[src/rtl/mem_stage.sv]
// Memory-access stage: forwards ALU results to write-back and runs
// multi-cycle loads/stores against a 16-bit asynchronous SRAM, holding
// upstream stages while an access is in progress.
module mem_stage #(
  parameter int RAM_ADDR_W = 18,
  parameter int WE_PULSE   = 1
) (
  input  logic                  clk,
  input  logic                  rst,
  input  logic                  flush,
  input  logic                  mem_read,
  input  logic                  mem_write,
  input  logic                  reg_write,
  input  logic [3:0]            reg_addr,
  input  logic [15:0]           alu_result,
  input  logic [15:0]           mem_write_value,
  output logic                  hold,
  output logic                  wb_reg_write,
  output logic [3:0]            wb_reg_addr,
  output logic [15:0]           wb_value,
  output logic [RAM_ADDR_W-1:0] ram_addr,
  output logic [15:0]           ram_wdata,
  input  logic [15:0]           ram_rdata,
  output logic                  ram_en_n,
  output logic                  ram_oe_n,
  output logic                  ram_we_n
);

  typedef enum logic [2:0] {
    IDLE,
    RD_ADDR,
    RD_DATA,
    WR_SETUP,
    WR_PULSE,
    WR_HOLD
  } state_t;

  // Pulse counter reload: WE_PULSE cycles of ram_we_n low = load value + 1.
  localparam logic [2:0] PULSE_LOAD = 3'(WE_PULSE - 1);

  state_t                  state, state_nx;
  logic [2:0]              cnt, cnt_nx;
  logic                    lat_reg_write, lat_reg_write_nx;
  logic [3:0]              lat_reg_addr, lat_reg_addr_nx;
  logic                    wb_reg_write_nx;
  logic [3:0]              wb_reg_addr_nx;
  logic [15:0]             wb_value_nx;
  logic [RAM_ADDR_W-1:0]   ram_addr_nx;
  logic [15:0]             ram_wdata_nx;
  logic                    ram_en_n_nx, ram_oe_n_nx, ram_we_n_nx;

  assign hold = (state != IDLE);

  // State and registered outputs; reset aborts any access in flight.
  always_ff @(posedge clk) begin
    if (rst) begin
      state         <= IDLE;
      cnt           <= '0;
      lat_reg_write <= 1'b0;
      lat_reg_addr  <= '0;
      wb_reg_write  <= 1'b0;
      wb_reg_addr   <= '0;
      wb_value      <= '0;
      ram_addr      <= '0;
      ram_wdata     <= '0;
      ram_en_n      <= 1'b1;
      ram_oe_n      <= 1'b1;
      ram_we_n      <= 1'b1;
    end else begin
      state         <= state_nx;
      cnt           <= cnt_nx;
      lat_reg_write <= lat_reg_write_nx;
      lat_reg_addr  <= lat_reg_addr_nx;
      wb_reg_write  <= wb_reg_write_nx;
      wb_reg_addr   <= wb_reg_addr_nx;
      wb_value      <= wb_value_nx;
      ram_addr      <= ram_addr_nx;
      ram_wdata     <= ram_wdata_nx;
      ram_en_n      <= ram_en_n_nx;
      ram_oe_n      <= ram_oe_n_nx;
      ram_we_n      <= ram_we_n_nx;
    end
  end

  // Next-state and next-output decode; every register holds by default.
  always_comb begin
    state_nx         = state;
    cnt_nx           = cnt;
    lat_reg_write_nx = lat_reg_write;
    lat_reg_addr_nx  = lat_reg_addr;
    wb_reg_write_nx  = wb_reg_write;
    wb_reg_addr_nx   = wb_reg_addr;
    wb_value_nx      = wb_value;
    ram_addr_nx      = ram_addr;
    ram_wdata_nx     = ram_wdata;
    ram_en_n_nx      = ram_en_n;
    ram_oe_n_nx      = ram_oe_n;
    ram_we_n_nx      = ram_we_n;

    case (state)
      IDLE: begin
        if (flush) begin
          wb_reg_write_nx = 1'b0;
        end else if (mem_write) begin
          // Stores take priority over loads and never write back.
          ram_addr_nx     = RAM_ADDR_W'(alu_result);
          ram_wdata_nx    = mem_write_value;
          ram_en_n_nx     = 1'b0;
          wb_reg_write_nx = 1'b0;
          state_nx        = WR_SETUP;
        end else if (mem_read) begin
          lat_reg_write_nx = reg_write;
          lat_reg_addr_nx  = reg_addr;
          ram_addr_nx      = RAM_ADDR_W'(alu_result);
          ram_en_n_nx      = 1'b0;
          ram_oe_n_nx      = 1'b0;
          wb_reg_write_nx  = 1'b0;
          state_nx         = RD_ADDR;
        end else begin
          wb_reg_write_nx = reg_write;
          wb_reg_addr_nx  = reg_addr;
          wb_value_nx     = alu_result;
        end
      end
      RD_ADDR: begin
        wb_reg_write_nx = 1'b0;
        state_nx        = RD_DATA;
      end
      RD_DATA: begin
        wb_value_nx     = ram_rdata;
        wb_reg_write_nx = lat_reg_write;
        wb_reg_addr_nx  = lat_reg_addr;
        ram_en_n_nx     = 1'b1;
        ram_oe_n_nx     = 1'b1;
        state_nx        = IDLE;
      end
      WR_SETUP: begin
        ram_we_n_nx = 1'b0;
        cnt_nx      = PULSE_LOAD;
        state_nx    = WR_PULSE;
      end
      WR_PULSE: begin
        if (cnt != 3'd0) begin
          cnt_nx = cnt - 3'd1;
        end else begin
          ram_we_n_nx = 1'b1;
          state_nx    = WR_HOLD;
        end
      end
      WR_HOLD: begin
        ram_en_n_nx = 1'b1;
        state_nx    = IDLE;
      end
      default: begin
        state_nx = IDLE;
      end
    endcase
  end

endmodule

[config.mk]
export PLATFORM = sky130hd
export DESIGN_NAME = mem_stage
export DESIGN_NICKNAME = d
export VERILOG_FILES = /design/src/rtl/mem_stage.sv
export SDC_FILE = /design/constraint.sdc
export NUM_CORES = 1
export LEC_CHECK = 0
export CAP_MARGIN = 20
export CORE_MARGIN = 5
export CORE_UTILIZATION = 45
export CTS_BUF_LIST = sky130_fd_sc_hd__clkbuf_2 sky130_fd_sc_hd__clkbuf_4 sky130_fd_sc_hd__clkbuf_8
export CTS_CLUSTER_DIAMETER = 100
export DETAILED_ROUTE_END_ITERATION = 16
export MAX_ROUTING_LAYER = met4
export PLACE_DENSITY = 0.89
export SYNTH_ARGS = -nofsm -noshare
export SYNTH_HDL_FRONTEND = slang
export SYNTH_SLANG_ARGS = --single-unit
[constraint.sdc]
create_clock -name clk -period 2.05 [get_ports clk]
set_input_delay 0.615 -clock clk [delete_from_list [all_inputs] [get_ports clk]]
set_output_delay 0.615 -clock clk [all_outputs]
set_load 0.05 [all_outputs]
==> results.py, run 1 <==
metrics = {
    "floorplanning": {
        "rows": 29,
        "fp.coreArea_um2": 6420,
        "initial_core_util": 0.468,
        "die_y_um": 91.7,
        "die_w_um": 91.7,
        "ioPinCount": 117,
        "dieArea_um2": 8410,
    },
    "cells_and_area": {
        "syn_to_final_growth_pct": 43.1,
        "drive_gt1_frac": 0.200,
        "diodes": 0,
        "fillCellCount": 529,
        "final_area_um2": 4300,
        "final_cell_count_no_fill": 556,
        "fin_nets": 534,
    },
    "setup_path": {
        "arrival_ns": 1.38,
        "ff2ff_path_depth": 4,
        "worstPathRequired_ns": 1.43,
        "cp-start-kind": "flop",
        "cp_max_fo": 14,
        "crit_type": "flop to output pin",
        "worstSetupEndpointType": "output pin",
    },
    "pwr": {
        "power_density_nw_per_um2": 790,
        "peakVddDrop_mv": 0.504,
        "leakage_uw": 0.00157,
    },
    "timing": {
        "maxSlewViolCount": 0,
        "rsz0062_at_grt": "no",
        "hold_violations": 0,
        "setup-violations-final": 0,
        "worst_pin_slew_ns": 0.670,
        "min_period_ns": 1.99,
        "fin_crit_sh": 0.971,
        "max_freq_mhz": 502,
        "timing.slew.headroom": 0.554,
        "skew_ns": 0.00684,
    },
    "synthesis": {
        "synth_seq_cells": 67,
        "synthDistinctLibCells": 35,
        "synth-edff-count": 0,
        "ys.warnings.count": 0,
        "post-synth-top-count-cell": "nand3_1",
        "ys_seq_area_frac": 0.446,
        "synthTopCellsByCount": "nand3_1, dfxtp_1, a21oi_1",
        "synthArstFlopShare": 0,
        "synth_flop_cell": "dfxtp_1",
        "syn-instance-count": 374,
        "synth_top_area_share": 0.446,
        "avgSynthCellArea_um2": 8.03,
        "synth_top_area_cell": "dfxtp_1",
        "synthTopCellsByArea": "dfxtp_1, nand3_1, a21oi_1",
        "syn_area_um2": 3000,
    },
    "clock_network": {
        "root_buffer": "clkbuf_8",
        "clk_pin_slew_worst_paths_ns": 0.07,
        "cts_buffers": 9,
        "cts-htree-levels": 3,
        "hold_buffers": 0,
        "clk_path_buf_depth": 2,
        "insertion_delay_ns": 0.34,
        "cts.sinks": 67,
        "cts_tree": "yes",
    },
    "placement": {
        "placed_area_um2": 4100,
        "portBuffers": 114,
        "dp_hpwl_um": 6550,
        "place_inst": 540,
        "gp_congestion": 0.844,
    },
    "global_route": {
        "antenna_found_initial": 0,
        "use_met1": 0.263,
        "use_met3": 0.0900,
        "grt_overflow_total": 0,
        "grt_pass1_wl_um": 15100,
        "use_met2": 0.346,
        "grt_use_total": 0.223,
        "top_usage_layer": "met2",
        "grt_max_degree": 44,
        "grt_pass1_vias": 3094,
    },
    "detailed_routing": {
        "routed_wl_um": 9240,
        "post-route-drc-count": 0,
        "vias": 3251,
        "ant_nets": 0,
        "route.detailed.wl_per_inst_um": 16.6,
        "dr.pass1.iters": 4,
        "drt_iter0_markers": 181,
        "avgViaCountPerCell": 5.85,
    },
    "min_path": {
        "hp-class": "flop to flop",
        "worstHoldPathCells": 2,
    },
    "run": {
        "maxCapViolations": 0,
    },
    "status": {
        "status": "finished, final reports clean",
    },
}
[cells in the final DEF, fill, tap and decap left out, types with 2 or more instances in the layout]
cell type / netlist / routed
dfxtp_2: 0 / 2
o21ai_0: 40 / 40
or4_1: 2 / 2
clkbuf_8: 0 / 10
a21oi_1: 42 / 42
clkdlybuf4s50_1: 0 / 56
conb_1: 1 / 2
nor4_1: 2 / 2
nor2b_1: 2 / 2
nand3_1: 77 / 77
ha_1: 2 / 2
a41oi_1: 20 / 20
nand2_1: 23 / 23
buf_4: 2 / 70
nand3b_1: 22 / 22
clkbuf_4: 0 / 4
nand2b_1: 2 / 2
inv_1: 5 / 5
buf_12: 0 / 3
or3_1: 4 / 4
dfxtp_1: 67 / 65
nor2_1: 5 / 4
o211ai_1: 2 / 2
or2_2: 2 / 2
[state kept, by name, indices dropped and copies added (netlist names)]
name / cells
ram_addr: 16
ram_wdata: 16
wb_value: 16
lat_reg_addr: 4
wb_reg_addr: 4
cnt: 3
state: 3
lat_reg_write: 1
ram_en_n: 1
ram_oe_n: 1
ram_we_n: 1
wb_reg_write: 1
[worst max-delay path: stages, from the launching register on]
cell and delay [ns]:
dfxtp_2 0.40, or3_1 0.46, buf_12 0.18
[metal layers]
layer	routed length, um	part of all wire	vias to the layer above
met3	1050	0.11	14
met1	3650	0.39	1514
met4	132	0.014	0
met2	4410	0.48	158
li1	-	-	1565
met5	0	0	-
[logic make-up (layout without fill, tap and decap cells)]
group / after synthesis / in the layout / share of synthesized area
XOR/XNOR: 1 / 1 / 0.00292
adder cells (fa/ha/maj): 2 / 2 / 0.00833
other: 1 / 2 / 0.00125
AO/OA/AOI/OAI: 110 / 110 / 0.215
AND/OR/NAND/NOR: 146 / 146 / 0.262
flip-flops: 67 / 67 / 0.446
buffers and inverters: 47 / 151 / 0.0633
[path summary, 6_finish.rpt]
kind,start,end,slack (ns)
setup / recovery,state[2],hold,0.06
hold / removal,ram_en_n,ram_en_n,0.46
setup reg to reg,state[2],ram_addr[15],0.39
hold reg to reg,ram_en_n,ram_en_n,0.46
[metrics by stage]
step / setup TNS (ns) / hold slack, ns / utilization / power (uW) / setup slack [ns]
after CTS: 0 / 0.465 / 0.670 / 3420 / 0.0439
final: 0 / 0.464 / 0.670 / 3400 / 0.0590
after floorplan: 0 / 0.451 / - / 1960 / 0.335
after detailed placement: -2.92 / 0.456 / 0.638 / 2300 / -0.119
after global routing: 0 / 0.482 / 0.670 / 3530 / 0.00412
after global placement: -1.62 / 0.448 / 0.638 / 2290 / -0.100
[power by group]
group / total (uW) / internal (uW) / leakage, uW / switching [uW]
Clock: 1120 / 649 / 0.000108 / 473
Combinational: 840 / 313 / 0.000911 / 528
Sequential: 1440 / 1380 / 0.000547 / 57.1
[repair_timing]
item,in CTS,in global routing
endpoints found under the setup margin,1,0
resized for setup,2,0
buffers inserted,0,0
[area by class of cell]
class | count | area, um^2 | share of cell area
Clock buffer | 14 | 168 | 0.0390
Tap cell | 77 | 96.3 | 0.0224
Inverter | 5 | 18.8 | 0.00436
Multi-Input combinational cell | 261 | 1490 | 0.346
Timing Repair Buffer | 130 | 1150 | 0.268
Clock inverter | 2 | 35.0 | 0.00815
Sequential cell | 67 | 1340 | 0.312
No activity file was read; power rests on OpenSTA's default activity.
==> run 2, diff against run 1 <==
--- a/config.mk
+++ b/config.mk
@@ -13,3 +13,2 @@
 export DETAILED_ROUTE_END_ITERATION = 16
-export MAX_ROUTING_LAYER = met4
 export PLACE_DENSITY = 0.89
--- a/constraint.sdc
+++ b/constraint.sdc
@@ -3,2 +3,2 @@
 set_output_delay 0.615 -clock clk [all_outputs]
-set_load 0.05 [all_outputs]
+set_load 0.01 [all_outputs]
==> results.py, run 2 (synthesis results as in run 1) <==
metrics = {
    "floorplanning": {
        "initial_core_util": 0.468,
        "die_w_um": 91.7,
        "rows": 29,
        "fp.coreArea_um2": 6420,
        "dieArea_um2": 8410,
        "ioPinCount": 117,
        "die_y_um": 91.7,
    },
    "global_route": {
        "antenna_found_initial": 0,
        "grt_pass1_wl_um": 15300,
        "grt_use_total": 0.221,
        "grt_max_degree": 52,
        "grt_overflow_total": 0,
        "grt_pass1_vias": 3069,
    },
    "clock_network": {
        "cts_tree": "yes",
        "cts.sinks": 67,
        "cts_buffers": 9,
        "root_buffer": "clkbuf_8",
        "clk_pin_slew_worst_paths_ns": 0.07,
        "insertion_delay_ns": 0.35,
        "cts-htree-levels": 3,
        "hold_buffers": 0,
        "clk_path_buf_depth": 2,
    },
    "detailed_routing": {
        "ant_nets": 0,
        "route.detailed.wl_per_inst_um": 16.7,
        "routed_wl_um": 9350,
        "post-route-drc-count": 0,
        "avgViaCountPerCell": 5.80,
        "vias": 3252,
        "drt_iter0_markers": 217,
        "dr.pass1.iters": 6,
    },
    "timing": {
        "setup-violations-final": 0,
        "rsz0062_at_grt": "no",
        "fin_hold_ws_ns": 0.464,
        "max_freq_mhz": 507,
        "skew_ns": 0.00657,
        "maxSlewViolCount": 0,
        "timing.slew.headroom": 0.573,
        "fin_crit_sh": 0.963,
        "min_period_ns": 1.97,
        "tns_ns": 0,
        "worst_pin_slew_ns": 0.640,
        "hold_violations": 0,
    },
    "pwr": {
        "power_density_nw_per_um2": 718,
        "leakage_uw": 0.00148,
        "peakVddDrop_mv": 0.583,
        "power_uw": 3210,
    },
    "cells_and_area": {
        "syn_to_final_growth_pct": 48.8,
        "diodes": 0,
        "fin_nets": 539,
        "post-route-util": 0.696,
        "layout_commonest_cell": "clkdlybuf4s50_1",
        "final_area_um2": 4470,
        "final_cell_mix": "clkdlybuf4s50_1, nand3_1, dfxtp_1",
        "drive_gt1_frac": 0.0868,
        "reg_top3": "ram_addr: 16 flops, ram_wdata: 16 flops, wb_value: 16 flops",
    },
    "setup_path": {
        "crit_type": "flop to output pin",
        "r2r_end": "lat_reg_write",
        "cpPeakStageDelay_ns": 0.40,
        "cp-start-kind": "flop",
        "crit_family": "simple AND/OR/NAND/NOR gates",
        "worstPathRequired_ns": 1.43,
        "path_cells": "or3_1, dlygate4sd2_1",
        "path_buf_inv": 1,
        "r2r_start": "state[1]",
        "r2r_slack_ns": 0.27,
        "arrival_ns": 1.36,
        "worstSetupEndpointType": "output pin",
        "ff2ff_path_depth": 5,
        "cp_max_fo": 2,
        "crit_path_top_delay_cell": "or3_1",
    },
    "min_path": {
        "min_from": "ram_oe_n",
        "worstHoldPathCells": 2,
        "hp-class": "flop to flop",
        "min_to": "ram_oe_n",
    },
    "placement": {
        "gp_congestion": 0.827,
        "dp_hpwl_um": 6710,
        "portBuffers": 114,
        "placed_area_um2": 4260,
    },
    "run": {
        "maxCapViolations": 0,
    },
    "status": {
        "status": "finished, final reports clean",
    },
}
==> run 2: changes by cell type in the layout (fill, tap and decap cells not counted) <==
cell	delta
buf_12	-1
buf_4	-51
clkbuf_4	-3
clkdlybuf4s50_1	+56
clkinv_2	-1
clkinv_4	+2
clkinvlp_4	+2
dfxtp_1	+2
dfxtp_2	-2
dlygate4sd2_1	+1
==> run 2: where the power goes <==
group	internal, uW	total [uW]	switching (uW)
Sequential	1380	1420	45.4
Combinational	339	658	319
Clock	612	1130	514
Total	2330	3210	878
==> run 2: per-stage QoR <==
stage | setup WS (ns) | std cells
after CTS | 0.0596 | 561
after global routing | 0.0269 | 561
after detailed placement | -0.104 | 545
final | 0.0763 | 561
after floorplan | 0.346 | 375
after global placement | -0.0773 | 545
==> run 2: worst reg2reg max path, delay by kind of cell (launching register included) <==
kind / cells / cell delay [ns]
compound gates: 2 / 0.30
flops: 1 / 0.31
buf+inv: 2 / 0.49
simple gates: 1 / 0.55
==> run 2: layout make-up <==
cell class	count	area, um^2
clock buffer	11	145
clock inverter	5	62.6
fill	496	1950
inverter	5	18.8
multi-input combinational	261	1490
sequential	67	1340
tap	77	96.3
timing repair buffer	135	1320
==> run 2: worst max path at each step <==
stage | start | to | slack [ns] | depth (start not counted)
3_5_place_dp | flush | wb_value[3] | -0.10 | 6
6_report | state[2] | hold | 0.08 | 2
4_1_cts | state[2] | hold | 0.06 | 2
2_1_floorplan | flush | ram_wdata[6] | 0.35 | 5
3_3_place_gp | flush | wb_value[15] | -0.08 | 6
5_1_grt | state[2] | hold | 0.03 | 2
==> run 2: what timing repair did <==
action / CTS / global route
endpoints found under the setup margin: 1 / 0
gates resized for setup: 1 / 0
setup buffers: 0 / 0
==> run 2: per-layer routing <==
layer	track usage	vias up	routed length [um]
li1	-	1574	-
met1	0.272	1525	3760
met2	0.350	135	4400
met3	0.101	18	1030
met4	0.0644	0	155
met5	0	-	0
==> run 3, diff against run 2 <==
- CORE_UTILIZATION: 45 -> 41
- PLACE_DENSITY: 0.89 -> 0.86
- clock period: 2.05 -> 1.8 ns (I/O delays scaled with it)
==> results.py, run 3 (synthesis results as in run 1) <==
metrics = {
    "setup_path": {
        "crit_path_top_delay_cell": "clkdlybuf4s50_1",
        "arrival_ns": 1.22,
        "path_cells": "clkdlybuf4s50_1",
        "crit_family": "buffers and inverters",
        "cp-start-kind": "flop",
        "cp_max_fo": 2,
        "worstPathRequired_ns": 1.26,
        "worstSetupEndpointType": "output pin",
        "crit_type": "flop to output pin",
        "cpPeakStageDelay_ns": 0.54,
        "path_buf_inv": 1,
    },
    "cells_and_area": {
        "reg_top3": "ram_addr: 16 flops, ram_wdata: 16 flops, wb_value: 16 flops",
        "diodes": 0,
        "syn_to_final_growth_pct": 56.8,
        "drive_gt1_frac": 0.102,
        "ff_latch_area_um2": 1340,
        "fin_nets": 544,
        "final_cell_count_no_fill": 588,
        "fillCellCount": 586,
        "multiInputGateArea_um2": 1500,
        "final_cell_mix": "nand3_1, clkdlybuf4s50_1, dfxtp_1",
    },
    "timing": {
        "fin_crit_sh": 0.977,
        "setup-violations-final": 0,
        "tns_ns": 0,
        "timing.slew.headroom": 0.554,
        "skew_ns": 0.00901,
        "worst_pin_slew_ns": 0.668,
        "rsz0062_at_grt": "yes",
        "max_freq_mhz": 569,
        "hold_violations": 0,
        "fin_hold_ws_ns": 0.472,
        "min_period_ns": 1.76,
        "maxSlewViolCount": 0,
    },
    "clock_network": {
        "clk_path_buf_depth": 2,
        "clk_pin_slew_worst_paths_ns": 0.08,
        "root_buffer": "clkbuf_8",
        "cts-htree-levels": 3,
        "insertion_delay_ns": 0.33,
        "cts.sinks": 67,
        "cts_buffers": 9,
        "cts_tree": "yes",
    },
    "pwr": {
        "internal-power_uw": 2740,
        "power_uw": 3730,
        "clkPwrFrac": 0.352,
        "comb_power_share": 0.213,
        "p_switching_uw": 987,
        "leakage_uw": 0.00205,
        "switching_share": 0.265,
        "seq_power_share": 0.435,
        "peakVddDrop_mv": 0.513,
        "power_density_nw_per_um2": 791,
    },
    "floorplanning": {
        "die_y_um": 95.6,
        "initial_core_util": 0.419,
        "rows": 31,
        "dieArea_um2": 9140,
        "die_w_um": 95.6,
        "ioPinCount": 117,
        "fp.coreArea_um2": 7180,
    },
    "placement": {
        "gp_congestion": 0.829,
        "dp_hpwl_um": 6660,
        "place_inst": 569,
        "portBuffers": 114,
    },
    "detailed_routing": {
        "vias": 3277,
        "route.detailed.wl_per_inst_um": 16.2,
        "drt_iter0_markers": 232,
        "avgViaCountPerCell": 5.57,
        "dr.pass1.iters": 5,
        "post-route-drc-count": 0,
        "routed_wl_um": 9550,
        "ant_nets": 0,
    },
    "global_route": {
        "grt_max_degree": 41,
        "grt_use_total": 0.201,
        "antenna_found_initial": 0,
        "grt_pass1_vias": 3233,
        "grt_overflow_total": 0,
        "grt_pass1_wl_um": 14700,
    },
    "run": {
        "maxCapViolations": 0,
    },
    "status": {
        "status": "finished, final reports clean",
    },
    "min_path": {
        "hp-class": "flop to flop",
    },
}
-- run 3: changes by cell type in the layout (fill, tap and decap cells not counted), moves of 3 or more --
cell             before  now
buf_12                2    6
buf_4                19   16
clkdlybuf4s50_1     112   77
dlygate4sd2_1         1    4
dlymetal6s2s_1        0   31
-- run 3: final cells by class --
class / count / area share
clock buffers: 12 / 0.0351
clock inverters: 4 / 0.0101
inverters: 5 / 0.00399
multi-input cells: 261 / 0.318
flip-flops and latches: 67 / 0.285
well taps: 99 / 0.0263
repair buffers: 140 / 0.322
-- run 3: worst paths after layout --
path	startpoint	endpoint	slack [ns]	cells past startpoint
hold / removal	ram_wdata[3]	ram_wdata[3]	0.47	2
setup / recovery	ram_addr[8]	ram_addr[8]	0.04	1
setup reg to reg	state[2]	ram_addr[13]	0.13	5
hold reg to reg	ram_wdata[3]	ram_wdata[3]	0.47	2
-- run 3: metrics by stage --
stage / instance area (um^2) / setup slack [ns] / utilization
floorplan: 3010 / 0.171 / -
global placement: 4360 / -0.229 / 0.607
detailed placement: 4360 / -0.301 / 0.607
CTS: 4560 / 0.000314 / 0.636
global route: 4710 / -0.00251 / 0.656
finish: 4710 / 0.0419 / 0.656
-- run 3: routing by layer --
layer | track usage | share of wire
met1 | 0.247 | 0.42
met2 | 0.335 | 0.49
met3 | 0.0616 | 0.083
met4 | 0.0628 | 0.0089
met5 | 0 | 0
-- run 3: power groups by stage --
| stage | Combinational (uW) | Clock (uW) | Sequential (uW) |
|---|---|---|---|
| 6_report | 794 | 1310 | 1620 |
| 5_1_grt | 856 | 1430 | 1630 |
| 4_1_cts | 770 | 1340 | 1620 |
| 3_5_place_dp | 771 | 0 | 1650 |
| 3_3_place_gp | 759 | 0 | 1650 |
| 2_1_floorplan | 296 | 0 | 1690 |
-- run 3: repair_timing --
item                                    4_1_cts  5_1_grt
gates cloned                                  0        2
setup buffers                                 0        1
hold buffers                                  0        0
pin swaps                                     0        2
endpoints found under the setup margin        5       38
endpoints found under the hold margin         0        0
gates resized for setup                       9       35
